### src/rtl/multicycle_control_unit.sv
// ---- multicycle_control_unit: multicycle MIPS-style control FSM ----
// ---- rev 1.0: initial release                                    ----
`default_nettype none

module multicycle_control_unit #(
  parameter int ALUOP_W       = 3,
  parameter int MEM_HANDSHAKE = 1,
  parameter int CNT_W         = 32
) (
  input  logic               clk,
  input  logic               rst,
  input  logic [5:0]         opCode,
  input  logic [5:0]         funct,
  input  logic               zero,
  input  logic               mem_ready,
  output logic               PCWrite,
  output logic               IRWrite,
  output logic               IorD,
  output logic               MemReadEn,
  output logic               MemWriteEn,
  output logic               MemtoReg,
  output logic               RegDst,
  output logic               RegWriteEn,
  output logic               ALUSrcA,
  output logic [1:0]         ALUSrcB,
  output logic [1:0]         PCSource,
  output logic [ALUOP_W-1:0] ALUOp,
  output logic [3:0]         state,
  output logic               illegal,
  output logic [CNT_W-1:0]   instr_count
);

  localparam logic [3:0] S_FETCH  = 4'd0;
  localparam logic [3:0] S_DECODE = 4'd1;
  localparam logic [3:0] S_MEMADR = 4'd2;
  localparam logic [3:0] S_MEMRD  = 4'd3;
  localparam logic [3:0] S_MEMWB  = 4'd4;
  localparam logic [3:0] S_MEMWR  = 4'd5;
  localparam logic [3:0] S_EXEC   = 4'd6;
  localparam logic [3:0] S_ALUWB  = 4'd7;
  localparam logic [3:0] S_BRANCH = 4'd8;
  localparam logic [3:0] S_IMMEX  = 4'd9;
  localparam logic [3:0] S_IMMWB  = 4'd10;
  localparam logic [3:0] S_JUMP   = 4'd11;

  localparam logic [5:0] OP_RTYPE = 6'h00;
  localparam logic [5:0] OP_J     = 6'h02;
  localparam logic [5:0] OP_BEQ   = 6'h04;
  localparam logic [5:0] OP_BNE   = 6'h05;
  localparam logic [5:0] OP_ADDI  = 6'h08;
  localparam logic [5:0] OP_ANDI  = 6'h0C;
  localparam logic [5:0] OP_ORI   = 6'h0D;
  localparam logic [5:0] OP_LW    = 6'h23;
  localparam logic [5:0] OP_SW    = 6'h2B;

  localparam logic [2:0] ALU_ADD = 3'd0;
  localparam logic [2:0] ALU_SUB = 3'd1;
  localparam logic [2:0] ALU_AND = 3'd2;
  localparam logic [2:0] ALU_OR  = 3'd3;
  localparam logic [2:0] ALU_SLT = 3'd4;
  localparam logic [2:0] ALU_NOR = 3'd5;

  logic [3:0] cur_state;
  logic [3:0] nxt_state;
  logic [3:0] out_state;
  logic       mem_ok;
  logic       funct_ok;
  logic [2:0] funct_op;
  logic [2:0] alu_op;
  logic       retire;

  assign mem_ok = (MEM_HANDSHAKE == 0) ? 1'b1 : mem_ready;

  always_comb begin
    funct_ok = 1'b1;
    funct_op = ALU_ADD;
    case (funct)
      6'h20:   funct_op = ALU_ADD;
      6'h22:   funct_op = ALU_SUB;
      6'h24:   funct_op = ALU_AND;
      6'h25:   funct_op = ALU_OR;
      6'h27:   funct_op = ALU_NOR;
      6'h2A:   funct_op = ALU_SLT;
      default: funct_ok = 1'b0;
    endcase
  end

  always_ff @(posedge clk) begin
    if (rst) begin
      cur_state   <= S_FETCH;
      instr_count <= '0;
    end else begin
      cur_state <= nxt_state;
      if (retire) instr_count <= instr_count + CNT_W'(1);
    end
  end

  always_comb begin
    nxt_state = S_FETCH;
    case (cur_state)
      S_FETCH:  nxt_state = mem_ok ? S_DECODE : S_FETCH;
      S_DECODE: begin
        case (opCode)
          OP_RTYPE:              nxt_state = S_EXEC;
          OP_LW, OP_SW:          nxt_state = S_MEMADR;
          OP_BEQ, OP_BNE:        nxt_state = S_BRANCH;
          OP_ADDI, OP_ANDI,
          OP_ORI:                nxt_state = S_IMMEX;
          OP_J:                  nxt_state = S_JUMP;
          default:               nxt_state = S_FETCH;
        endcase
      end
      S_MEMADR: nxt_state = (opCode == OP_LW) ? S_MEMRD : S_MEMWR;
      S_MEMRD:  nxt_state = mem_ok ? S_MEMWB : S_MEMRD;
      S_MEMWR:  nxt_state = mem_ok ? S_FETCH : S_MEMWR;
      S_EXEC:   nxt_state = funct_ok ? S_ALUWB : S_FETCH;
      S_IMMEX:  nxt_state = S_IMMWB;
      default:  nxt_state = S_FETCH;
    endcase
  end

  // Illegal returns come from DECODE/EXEC, so they never count as retirement.
  assign retire = (nxt_state == S_FETCH) &&
                  (cur_state inside {S_MEMWB, S_MEMWR, S_ALUWB, S_IMMWB, S_BRANCH, S_JUMP});

  // Reset forces the FETCH view so outputs are defined before the first edge.
  assign out_state = rst ? S_FETCH : cur_state;
  assign state     = out_state;
  assign ALUOp     = ALUOP_W'(alu_op);

  always_comb begin
    PCWrite    = 1'b0;
    IRWrite    = 1'b0;
    IorD       = 1'b0;
    MemReadEn  = 1'b0;
    MemWriteEn = 1'b0;
    MemtoReg   = 1'b0;
    RegDst     = 1'b0;
    RegWriteEn = 1'b0;
    ALUSrcA    = 1'b0;
    ALUSrcB    = 2'd0;
    PCSource   = 2'd0;
    alu_op     = ALU_ADD;
    illegal    = 1'b0;
    case (out_state)
      S_FETCH: begin
        MemReadEn = 1'b1;
        ALUSrcB   = 2'd1;
        IRWrite   = mem_ok & ~rst;
        PCWrite   = mem_ok & ~rst;
      end
      S_DECODE: begin
        ALUSrcB = 2'd3;
        illegal = !(opCode inside {OP_RTYPE, OP_LW, OP_SW, OP_BEQ, OP_BNE,
                                   OP_ADDI, OP_ANDI, OP_ORI, OP_J});
      end
      S_MEMADR: begin
        ALUSrcA = 1'b1;
        ALUSrcB = 2'd2;
      end
      S_MEMRD: begin
        MemReadEn = 1'b1;
        IorD      = 1'b1;
      end
      S_MEMWB: begin
        RegWriteEn = 1'b1;
        MemtoReg   = 1'b1;
      end
      S_MEMWR: begin
        MemWriteEn = 1'b1;
        IorD       = 1'b1;
      end
      S_EXEC: begin
        ALUSrcA = 1'b1;
        alu_op  = funct_op;
        illegal = ~funct_ok;
      end
      S_ALUWB: begin
        RegWriteEn = 1'b1;
        RegDst     = 1'b1;
      end
      S_BRANCH: begin
        ALUSrcA  = 1'b1;
        alu_op   = ALU_SUB;
        PCSource = 2'd1;
        PCWrite  = (opCode == OP_BEQ) ? zero : ~zero;
      end
      S_IMMEX: begin
        ALUSrcA = 1'b1;
        ALUSrcB = 2'd2;
        alu_op  = (opCode == OP_ANDI) ? ALU_AND :
                  (opCode == OP_ORI)  ? ALU_OR  : ALU_ADD;
      end
      S_IMMWB:  RegWriteEn = 1'b1;
      S_JUMP: begin
        PCWrite  = 1'b1;
        PCSource = 2'd2;
      end
      default: ;
    endcase
  end

endmodule

`default_nettype wire

### config.mk
export PLATFORM = sky130hd
export DESIGN_NAME = multicycle_control_unit
export DESIGN_NICKNAME = d
export VERILOG_FILES = /design/src/rtl/multicycle_control_unit.sv
export SDC_FILE = /design/constraint.sdc
export NUM_CORES = 1
export LEC_CHECK = 0
export ABC_AREA = 1
export CAP_MARGIN = 40
export CORE_MARGIN = 8
export CORE_UTILIZATION = 47
export CTS_BUF_LIST = sky130_fd_sc_hd__clkbuf_8
export CTS_CLUSTER_SIZE = 40
export DETAILED_ROUTE_END_ITERATION = 6
export GPL_TIMING_DRIVEN = 0
export PLACE_DENSITY = 0.86
export SYNTH_ARGS = -nofsm -noshare
export SYNTH_HDL_FRONTEND = slang
export SYNTH_SLANG_ARGS = --single-unit
### constraint.sdc
create_clock -name clk -period 1.81 [get_ports clk]
set_input_delay 0.362 -clock clk [delete_from_list [all_inputs] [get_ports clk]]
set_output_delay 0.362 -clock clk [all_outputs]
set_load 0.1 [all_outputs]
==> flow_summary_export.csv, run 1 <==
group,metric,value,unit
clocking,cts_buffers,5,
floorplanning,die_w,95.6,um
clocking,cts_sinks,36,
yosys,synth_fp_nets,521,
placed_design,io_buffers,67,
placed_design,dp_slack,-1260,ps
floorplanning,die_h,95.6,um
floorplanning,io_pins,69,
placed_design,gp_congestion,0.907,
yosys,synthesis.instances,504,
status,stop_error,"[ERROR DPL-0038] Utilization greater than 100%, impossible to legalize",
yosys,synth_area_leader_cell,"dfxtp_1",
yosys,ys_ff_latch,36,
global_routing,grt_max_degree,13,
floorplanning,start_util,0.477,
placed_design,dp_hpwl,9350,um
yosys,ys_types,32,
yosys,synthTopCellsByArea,"dfxtp_1 (24%), nand2_1 (19%), nor2_1 (12%)",
clocking,htreeDepth,2,
yosys,seq_area_frac_synth,0.242,
yosys,async_reset_ff_frac,0,
yosys,synth_edf_count,0,
sta,crit_endpoint,"ALUSrcB[1]",
yosys,avgSynthCellArea,5.90,um2
clocking,cts_hold_buffers,0,
clocking,cts-root-buf,"clkbuf_8",
floorplanning,rows,29,
yosys,yosysWarnings,0,
yosys,synth_ff_type,"dfxtp_1",
status,status,"did not finish",
status,lastStage,"5_1_grt",
yosys,syn-cell-area,2980,um2
sta,endpoint_type,"top-level output",
yosys,synth_top_area_share,0.242,
clocking,clockBufferDepth,2,
[cells by family after synthesis]
kind of cell | Yosys count | share of synthesized area
compound gates | 61 | 0.129
xor+xnor | 7 | 0.0206
fa+ha+maj | 1 | 0.00420
buf+inv | 61 | 0.0913
flops | 36 | 0.242
simple gates | 338 | 0.513
[cells in the mapped netlist, types with 3 or more instances]
master / number
inv_2: 6
nand4_1: 17
nand3b_1: 16
clkbuf_1: 6
dfxtp_1: 36
nand2_1: 154
nand3_1: 28
inv_1: 40
xnor2_1: 4
a21oi_1: 20
a21oi_2: 15
nor3_1: 3
o21ai_0: 19
nor2_4: 5
nor2_1: 93
xor2_1: 3
nand2_2: 17
[stage by stage]
stage | cells | TNS [ps] | area [um2]
after global placement | 648 | -31710 | 4070
after detailed placement | 701 | -24970 | 4880
after floorplan | 504 | -4620 | 3300
after CTS | 732 | -8950 | 5630
[timing repair]
item	CTS
setup buffers	37
resized for setup	155
hold endpoints to repair	0
pin swaps	42
setup endpoints to repair	65
cloned	4
==> run 2: changes to the inputs <==
--- a/config.mk
+++ b/config.mk
@@ -8,12 +8,10 @@
 export ABC_AREA = 1
 export CAP_MARGIN = 40
 export CORE_MARGIN = 8
-export CORE_UTILIZATION = 47
-export CTS_BUF_LIST = sky130_fd_sc_hd__clkbuf_8
-export CTS_CLUSTER_SIZE = 40
+export CORE_UTILIZATION = 40
 export DETAILED_ROUTE_END_ITERATION = 6
 export GPL_TIMING_DRIVEN = 0
-export PLACE_DENSITY = 0.86
+export PLACE_DENSITY_LB_ADDON = 0.15
 export SYNTH_ARGS = -nofsm -noshare
 export SYNTH_HDL_FRONTEND = slang
 export SYNTH_SLANG_ARGS = --single-unit
==> constraint.sdc (replaced) <==
create_clock -name clk -period 2.4 [get_ports clk]
set_input_delay 0.48 -clock clk [delete_from_list [all_inputs] [get_ports clk]]
set_output_delay 0.48 -clock clk [all_outputs]
set_load 0.1 [all_outputs]
==> flow_summary_export.csv, run 2 <==
group,metric,value,unit
final_layout,drive_gt1_frac,0.288,
pwr,p_seq_frac,0.465,
yosys,synthTopCellsByArea,"dfxtp_1 (24%), nand2_1 (19%), nor2_1 (12%)",
setup_path,crit_slowest_cell,"clkdlybuf4s50_1",
drt,antenna_left,0,
yosys,syn-cell-area,2980,um2
pwr,p_total,0.00129,W
global_routing,grt_antenna_before_repair,0,
final_layout,reg.largest.list,"instr_count: 32 flops, cur_state: 4 flops",
yosys,synthTopCellsByCount,"nand2_1 (154), nor2_1 (93), inv_1 (40)",
final_layout,mostFrequentLayoutCell,"nand2_1",
sta,slew_headroom,0.532,
clocking,cts-root-buf,"clkbuf_8",
pwr,intPower,0.000904,W
sta,tightest_slew,702,ps
sta,setup_viol,0,
yosys,yosysMostFrequentCell,"nand2_1",
yosys,synthesis.instances,504,
sta,period_minus_slack,2360,ps
pwr,p_comb_frac,0.177,
setup_path,startpoint,"funct[5]",
floorplanning,die_area,10500,um2
yosys,synth_ff_type,"dfxtp_1",
sta,fin_setup_tns,0,ps
yosys,async_reset_ff_frac,0,
yosys,avgSynthCellArea,5.90,um2
sta,finClkSkew,12.1,ps
pwr,p_clk_frac,0.358,
pwr,swShare,0.298,
pwr,cellPowerDensity,258,nW/um2
sta,rsz0062_at_grt,"yes",
clocking,cts_buffers,5,
yosys,synth_area_leader_cell,"dfxtp_1",
sta,hold_viol,0,
setup_path,path_max_fanout,5,
final_layout,utilization,0.691,
pwr,p_switching,0.000384,W
yosys,ys_ff_latch,36,
yosys,ys_types,32,
setup_path,r2r-start,"instr_count[0]",
clocking,htreeDepth,2,
drt,drc,0,
setup_path,crit_buf_inv,4,
placed_design,dp_hpwl,8550,um
clocking,cts_sinks,36,
final_layout,stdcell_area,4980,um2
global_routing,grt_use_total,0.208,
drt,firstDrtPassIters,5,
clocking,cts_hold_buffers,0,
final_layout,area_growth,67.5,%
sta,slew_viol_final,0,
global_routing,grt_pass1_wl,17400,um
setup_path,arrival,1880,ps
global_routing,grt_max_degree,12,
sta,max_freq,0.424,GHz
drt,via_count,3775,
clocking,clk_latency,290,ps
global_routing,first_global_vias,3721,
global_routing,overflow,0,
drt,finalWirelength,10700,um
yosys,seq_area_frac_synth,0.242,
placed_design,gp_congestion,0.903,
final_layout,mostFrequentLayoutCells,"nand2_1 (144), nor2_1 (75), clkdlybuf4s50_1 (49)",
drt,drtIter0Drc,136,
clocking,cts_tree,"yes",
final_layout,layout.nets,642,
hold_path,worstHoldStart,"instr_count[1]",
sta,period_share,0.982,
setup_path,slowest_delay,450,ps
floorplanning,io_pins,69,
placed_design,place_area,4770,um2
final_layout,largest_reg_flops,32,
pwr,worst_ir_drop_vdd,0.000280,V
final_layout,nFillCells,635,
setup_path,start_kind,"input pin",
clocking,clk_pin_slew_worst_paths,80,ps
setup_path,cp-end-kind,"output port",
final_layout,stdcell_count,725,
status,status,"completed",
floorplanning,start_util,0.412,
final_layout,register_area,738,um2
floorplanning,core_area,7210,um2
yosys,yosysWarnings,0,
yosys,synth_edf_count,0,
setup_path,cpLargestDelayFamily,"buffers and inverters",
drt,avgViaCountPerCell,5.21,
setup_path,cp.required,1920,ps
setup_path,crit_chain,"clkdlybuf4s50_1 -> inv_1 -> nor2_4 -> buf_4 -> nand3_2 -> o21ai_2 -> a21oi_2 -> o21ai_4 -> buf_12",
yosys,synth_top_area_share,0.242,
drt,post_drt_wl_per_cell,14.7,um
final_layout,diodes,0,
flow_run,cap_viol_max_count,0,
floorplanning,die_w,102,um
clocking,clockBufferDepth,2,
final_layout,multiInputGateArea,2280,um2
final_layout,largest-register,"instr_count",
setup_path,crit_type,"in2out",
floorplanning,rows,31,
yosys,synth_fp_nets,521,
placed_design,dp.cells,723,
floorplanning,die_h,102,um
pwr,power.leakage,1.78,nW
placed_design,io_buffers,67,
hold_path,min_path_type,"reg2reg",
## run 2: cell counts after synthesis
No cell type changed its count.
## run 2: logic make-up after synthesis
| group | synth area share |
|---|---|
| DFF | 0.242 |
| xor gates and xnor gates | 0.0206 |
| AOI/OAI and AO/OA | 0.129 |
| buffers and inverters | 0.0913 |
| and+or+nand+nor | 0.513 |
| adders and majority gates | 0.00420 |
## run 2: worst paths after layout
path                     end  slack, ps  cells after the start
max                 ALUOp[0]         40                      9
min           instr_count[1]        500                      2
max reg2reg  instr_count[26]        220                      9
min reg2reg   instr_count[1]        500                      2
## run 2: worst reg2reg max path: cells and delay by family (launching register included)
family / cells / cell delay (ps)
simple gates: 6 / 1200
fa+ha+maj: 1 / 290
compound gates: 1 / 140
flops: 1 / 400
buf+inv: 1 / 70
## run 2: layout make-up
type	instances	area share
inverter	47	0.0369
tap	99	0.0249
timing repair buffer	114	0.291
multi-input combinational	407	0.457
clock buffer	6	0.0166
clock inverter	2	0.00201
buffer	14	0.0233
sequential	36	0.148
## run 2: power groups by stage
stage | Sequential (W) | Combinational, W | Clock [W]
2_1_floorplan | 0.000618 | 0.000129 | 0
3_3_place_gp | 0.000616 | 0.000187 | 0
3_5_place_dp | 0.000616 | 0.000213 | 0
4_1_cts | 0.000599 | 0.000217 | 0.000473
5_1_grt | 0.000599 | 0.000239 | 0.000492
6_report | 0.000599 | 0.000227 | 0.000462
## run 2: per-stage QoR
step | hold slack (ps) | setup slack, ps
floorplan | 520 | -328
global placement | 488 | -1110
detailed placement | 492 | -768
CTS | 505 | -43.1
global route | 524 | -27.7
finish | 502 | 42.9
## run 2: routing by layer
metal | global-route usage | share of wire
met1 | 0.243 | 0.41
met2 | 0.381 | 0.51
met3 | 0.0313 | 0.059
met4 | 0.0576 | 0.022
met5 | 0 | 0
## run 2: what timing repair did
action                     in CTS  in global routing
setup endpoints to repair      15                  7
cloned                          0                  0
resized for setup              50                 17
pin swaps                       8                  6
buffers inserted                4                  2
(Power assumes the default switching activity.)
